**config.mk**
```make
export PLATFORM = sky130hd
export DESIGN_NAME = mul_unit
export DESIGN_NICKNAME = d
export VERILOG_FILES = /design/src/rtl/mul_unit.sv
export SDC_FILE = /design/constraint.sdc
export NUM_CORES = 1
export LEC_CHECK = 0
export BUFFER_PORTS_ARGS = -buffer_cell sky130_fd_sc_hd__buf_2
export CAP_MARGIN = 10
export CORE_UTILIZATION = 50
export CTS_CLUSTER_DIAMETER = 30
export DETAILED_ROUTE_END_ITERATION = 8
export HOLD_SLACK_MARGIN = 0.06
export PLACE_DENSITY = 0.7
export SYNTH_ARGS = -nofsm -noshare
export SYNTH_HDL_FRONTEND = slang
export SYNTH_SLANG_ARGS = --single-unit
export TNS_END_PERCENT = 20
```
**constraint.sdc**
```tcl
create_clock -name clk -period 3.9 [get_ports clk]
set_input_delay 0.195 -clock clk [delete_from_list [all_inputs] [get_ports clk]]
set_output_delay 0.195 -clock clk [all_outputs]
set_load 0.01 [all_outputs]
```
**src/rtl/mul_unit.sv**
```systemverilog
// Iterative radix-2 shift-add multiplier serving MUL, UMULL and SMULL.
// Operands are converted to sign-magnitude at issue, multiplied unsigned over
// WIDTH cycles, then the sign is reapplied in a single fix-up cycle.
module mul_unit #(
    parameter int WIDTH = 32
) (
    input  logic             clk,
    input  logic             reset,
    input  logic             Start,
    input  logic [2:0]       MulOp,
    input  logic [WIDTH-1:0] SrcA,
    input  logic [WIDTH-1:0] SrcB,
    output logic             Busy,
    output logic             Done,
    output logic [WIDTH-1:0] ResultLo,
    output logic [WIDTH-1:0] ResultHi,
    output logic [1:0]       MulFlags
);

    localparam int CW = (WIDTH > 1) ? $clog2(WIDTH) : 1;
    localparam logic [CW-1:0] LAST     = CW'(WIDTH - 1);
    localparam logic [2:0]    OP_MUL   = 3'b101;
    localparam logic [2:0]    OP_UMULL = 3'b110;
    localparam logic [2:0]    OP_SMULL = 3'b111;

    typedef enum logic [1:0] {S_IDLE, S_RUN, S_FIX, S_DONE} state_t;

    state_t             state, state_nxt;
    logic [2:0]         op;
    logic               neg;
    logic [WIDTH-1:0]   mcand;
    // acc_lo starts as the multiplier and fills with product bits as it shifts
    logic [WIDTH-1:0]   acc_hi, acc_lo;
    logic [CW-1:0]      cnt;

    logic               legal, accept;
    logic [WIDTH-1:0]   mag_a, mag_b;
    logic [WIDTH:0]     sum;
    logic [2*WIDTH-1:0] acc, prod;

    assign legal  = (MulOp == OP_MUL) || (MulOp == OP_UMULL) || (MulOp == OP_SMULL);
    assign accept = (state == S_IDLE) && Start && legal;

    // Absolute values for SMULL; -(2^(W-1)) maps to 2^(W-1) as an unsigned value
    assign mag_a = ((MulOp == OP_SMULL) && SrcA[WIDTH-1]) ? -SrcA : SrcA;
    assign mag_b = ((MulOp == OP_SMULL) && SrcB[WIDTH-1]) ? -SrcB : SrcB;

    // Extra top bit holds the adder carry so the shifted-in bit is never lost
    assign sum  = {1'b0, acc_hi} + (acc_lo[0] ? {1'b0, mcand} : '0);
    assign acc  = {acc_hi, acc_lo};
    assign prod = neg ? -acc : acc;

    assign Busy = (state == S_RUN) || (state == S_FIX);
    assign Done = (state == S_DONE);

    // State register
    always_ff @(posedge clk) begin
        if (reset) state <= S_IDLE;
        else       state <= state_nxt;
    end

    // Next-state decode: WIDTH run cycles, one fix-up cycle, one done cycle
    always_comb begin
        state_nxt = state;
        case (state)
            S_IDLE:  if (accept) state_nxt = S_RUN;
            S_RUN:   if (cnt == LAST) state_nxt = S_FIX;
            S_FIX:   state_nxt = S_DONE;
            S_DONE:  state_nxt = S_IDLE;
            default: state_nxt = S_IDLE;
        endcase
    end

    // Datapath: operand capture, shift-add iteration, result/flag registration
    always_ff @(posedge clk) begin
        if (reset) begin
            op       <= '0;
            neg      <= 1'b0;
            mcand    <= '0;
            acc_hi   <= '0;
            acc_lo   <= '0;
            cnt      <= '0;
            ResultLo <= '0;
            ResultHi <= '0;
            MulFlags <= 2'b00;
        end else begin
            case (state)
                S_IDLE: begin
                    if (accept) begin
                        op     <= MulOp;
                        neg    <= (MulOp == OP_SMULL) && (SrcA[WIDTH-1] ^ SrcB[WIDTH-1]);
                        mcand  <= mag_a;
                        acc_hi <= '0;
                        acc_lo <= mag_b;
                        cnt    <= '0;
                    end
                end
                S_RUN: begin
                    acc_hi <= sum[WIDTH:1];
                    acc_lo <= {sum[0], acc_lo[WIDTH-1:1]};
                    cnt    <= cnt + CW'(1);
                end
                S_FIX: begin
                    ResultLo <= prod[WIDTH-1:0];
                    if (op == OP_MUL) begin
                        ResultHi <= '0;
                        MulFlags <= {prod[WIDTH-1], prod[WIDTH-1:0] == '0};
                    end else begin
                        ResultHi <= prod[2*WIDTH-1:WIDTH];
                        MulFlags <= {prod[2*WIDTH-1], prod == '0};
                    end
                end
                default: ;
            endcase
        end
    end

endmodule
```
==> flow_summary.ini <==
[status]
status = finished clean

[power_and_ir_drop]
irDropWorstVdd_v = 0.0003001
power_density_nw_per_um2 = 485.8
p_leak_nw = 5.288
p_total_mw = 6.332

[sta]
hold_violations = 0
finalMaxSlewViolations = 0
clock-skew-final_ns = 0.009432
max_freq_ghz = 0.2968
finalCritPeriodShare_pct = 86.40
fin_tns_setup_ns = 0
setup_violations = 0
maxSlewHeadroom_pct = 25.12
fin_crit_ns = 3.370
rsz0062_at_grt = no
worst_pin_slew_ns = 1.123

[synth]
ys_warn_count = 0
ys_seq_elements = 173
ys_async_sr_fraction_pct = 0
netlist_instances = 1502
ys_types = 75
syn_avg_cell_area_sq_um = 7.754
synth-edff-count = 0
yosys_most_used_dff = dfxtp_1
netlist_area_sq_um = 11650
syn_nets = 1616
ys_seq_area_share_pct = 29.74

[setup_path]
r2r-start = acc_lo[0]$_SDFFE_PP0P_
path_max_fanout = 33
slowest_stage = dfxtp_1
rr_worst_depth = 14
cp-start-kind = flop
worst_setup_path_end_kind = flop
path_class = reg -> reg
crit_top_cell = o21ai_0
r2r_slack_ns = 0.53
arrival_ns = 3.69
required_ns = 4.22
path_cells = buf_4, and2_1, ha_1, inv_1, fa_1, nor2b_1, o211ai_1, a21oi_1, nor3b_1, nor4bb_1, o21ai_0, a21boi_0, o21ai_0, a32o_1
regToRegEndpoint = acc_hi[27]$_SDFFE_PP0P_
slowest_delay_ns = 0.43

[run]
drv_cap = 0

[detailed_routing]
drc = 0
met3_length_microns = 2332
first_iter_violations = 934
ant_nets = 0
viasPerCell = 5.894
vias = 11069
drt_first_pass_iters = 5
wl_met2_microns = 12760
routedWlPerCell_microns = 16.37
top_layer = met4
routed_wl_microns = 30730
drt-met1-wl_microns = 15210

[clock_network]
clock_latency_ns = 0.43
ctsHoldBuffers = 2
clk_path_buf_depth = 2
cts_resized = 0
clk_pin_slew_ns = 0.07
cts_htree_levels = 4
cts_root_buffer = clkbuf_16
cts_tree = done
cts_buffers = 17
cts_sinks = 173
cts_setup_buffers = 0

[final_layout]
nets = 1694
synthToLayoutAreaGrowth_pct = 11.93
diodes = 0
drive_above_1_share_pct = 14.38

[die]
design.core.area_sq_um = 22710
dieWidth_microns = 154.6
initial_utilization_pct = 51.28
rows = 55
io_pins = 138
die_height_microns = 154.6
design.die.area_sq_um = 23910

[global_routing]
overflow = 0
grt_pass1_wl_microns = 50580
track_usage_pct = 26.04
antenna_found_initial = 0
first_global_vias = 9753
grt_max_degree = 102

[worst_hold_path]
min-delay-start = SrcA[24]
worstHoldPathType = in -> reg
hold_path_depth = 3
min_to = mcand[24]$_SDFFE_PP0P_

[placement]
port_buffers = 137
gp_congestion = 0.8886
place_hpwl_microns = 22770
## report_power, final
part | switching [mW] | internal [mW] | leakage, nW | total, mW
Sequential | 0.255 | 1.98 | 1.40 | 2.24
Clock | 0.750 | 0.918 | 0.269 | 1.67
Combinational | 1.64 | 0.790 | 3.62 | 2.43
## per-layer routing
metal / up-vias / GRT usage (%)
li1: 5534 / -
met1: 5089 / 38.92
met2: 408 / 37.66
met3: 38 / 4.847
met4: 0 / 7.261
met5: - / 0
## synth_stat cells, types with 12 or more instances
cell | number | area share, %
a211oi_1 | 64 | 4.1
a21o_1 | 13 | 0.84
a21oi_1 | 118 | 5.1
a22oi_1 | 15 | 0.97
and2_1 | 38 | 2.0
and3_1 | 12 | 0.64
clkbuf_1 | 76 | 2.4
dfxtp_1 | 173 | 30
ha_1 | 43 | 4.6
inv_1 | 19 | 0.61
nand2_1 | 169 | 5.4
nand2b_1 | 13 | 0.70
nand3_1 | 25 | 1.1
nor2_1 | 180 | 5.8
nor2b_1 | 37 | 2.0
nor3_1 | 17 | 0.73
nor4_1 | 21 | 1.1
o21ai_0 | 86 | 3.7
o31ai_1 | 32 | 2.1
o41ai_1 | 18 | 1.4
or3_1 | 26 | 1.4
or4_1 | 14 | 0.90
xnor2_1 | 59 | 4.4
xor2_1 | 81 | 6.1
## critical path, delay by kind of cell, from the launching register on
family	cells	cell delay, ns
AOI/OAI and AO/OA	6	1.08
and+or+nand+nor	4	0.79
adders and majority gates	2	0.58
DFF	1	0.43
buffers and inverters	2	0.36
## flip-flops by register name, summed over array words and instances, names as in the netlist
| register | count |
|---|---|
| neg | 1 |
| cnt | 5 |
| op | 3 |
| ResultHi | 32 |
| acc_lo | 32 |
| mcand | 32 |
| MulFlags | 2 |
| state | 2 |
| acc_hi | 32 |
| ResultLo | 32 |
## cell type report
cell class,count,area (sq um)
Inverter,19,71.32
Fill cell,2150,9674
Sequential cell,173,3465
Timing Repair Buffer,159,870.8
Clock inverter,12,113.9
Multi-Input combinational cell,1210,7701
Tap cell,285,356.6
Clock buffer,20,456.7
## through the flow
step / hold slack, ns / cells / worst slack [ns] / util (%) / instance area (sq um)
finish: 0.07907 / 1878 / 0.5303 / 57.40 / 13040
CTS: 0.06859 / 1878 / 0.5126 / 57.40 / 13040
global placement: 0.4519 / 1844 / 0.6238 / 54.80 / 12440
floorplan: 0.3310 / 1502 / 0.9360 / - / 11650
detailed placement: 0.4568 / 1844 / 0.5230 / 54.80 / 12440
global route: 0.08338 / 1878 / 0.06126 / 57.40 / 13040
## cell usage in the layout, fill, tap and decap left out, types with 4 or more instances in the layout
cell type	n
nor2_1	180
dfxtp_1	172
nand2_1	169
buf_2	136
a21oi_1	118
o21ai_0	86
xor2_1	81
a211oi_1	64
xnor2_1	59
ha_1	42
and2_1	38
nor2b_1	37
o31ai_1	32
or3_1	26
nand3_1	25
nor4_1	21
buf_4	20
inv_1	19
o41ai_1	18
nor3_1	17
clkbuf_16	17
a22oi_1	15
or4_1	14
nand2b_1	13
a21o_1	13
and3_1	12
mux2i_1	9
nand4_1	9
o211ai_1	7
a31oi_1	7
o41ai_2	7
a311oi_1	6
a221o_1	5
nand3b_1	5
o21a_1	5
a311o_1	4
o31a_1	4
or2_2	4
clkinvlp_4	4
## cell families (layout without fill, tap and decap cells)
kind of cell    after synthesis  count (layout)  synth area share, %
flops                       173             173                29.74
simple gates                601             601                26.09
compound gates              415             415                23.70
buf+inv                     119             210                4.287
xor+xnor                    140             140                10.53
fa+ha+maj                    44              44                4.792
mux                          10              10               0.8702
## how the worst max path moves through the flow
stage	to	start	slack, ns
2_1_floorplan	acc_hi[27]$_SDFFE_PP0P_	acc_lo[0]$_SDFFE_PP0P_	0.94
3_3_place_gp	acc_hi[27]$_SDFFE_PP0P_	acc_lo[0]$_SDFFE_PP0P_	0.62
3_5_place_dp	acc_hi[27]$_SDFFE_PP0P_	acc_lo[0]$_SDFFE_PP0P_	0.52
4_1_cts	acc_hi[27]$_SDFFE_PP0P_	acc_lo[0]$_SDFFE_PP0P_	0.51
5_1_grt	acc_hi[27]$_SDFFE_PP0P_	acc_lo[0]$_SDFFE_PP0P_	0.06
6_report	acc_hi[27]$_SDFFE_PP0P_	acc_lo[0]$_SDFFE_PP0P_	0.53
(Power assumes the default switching activity.)
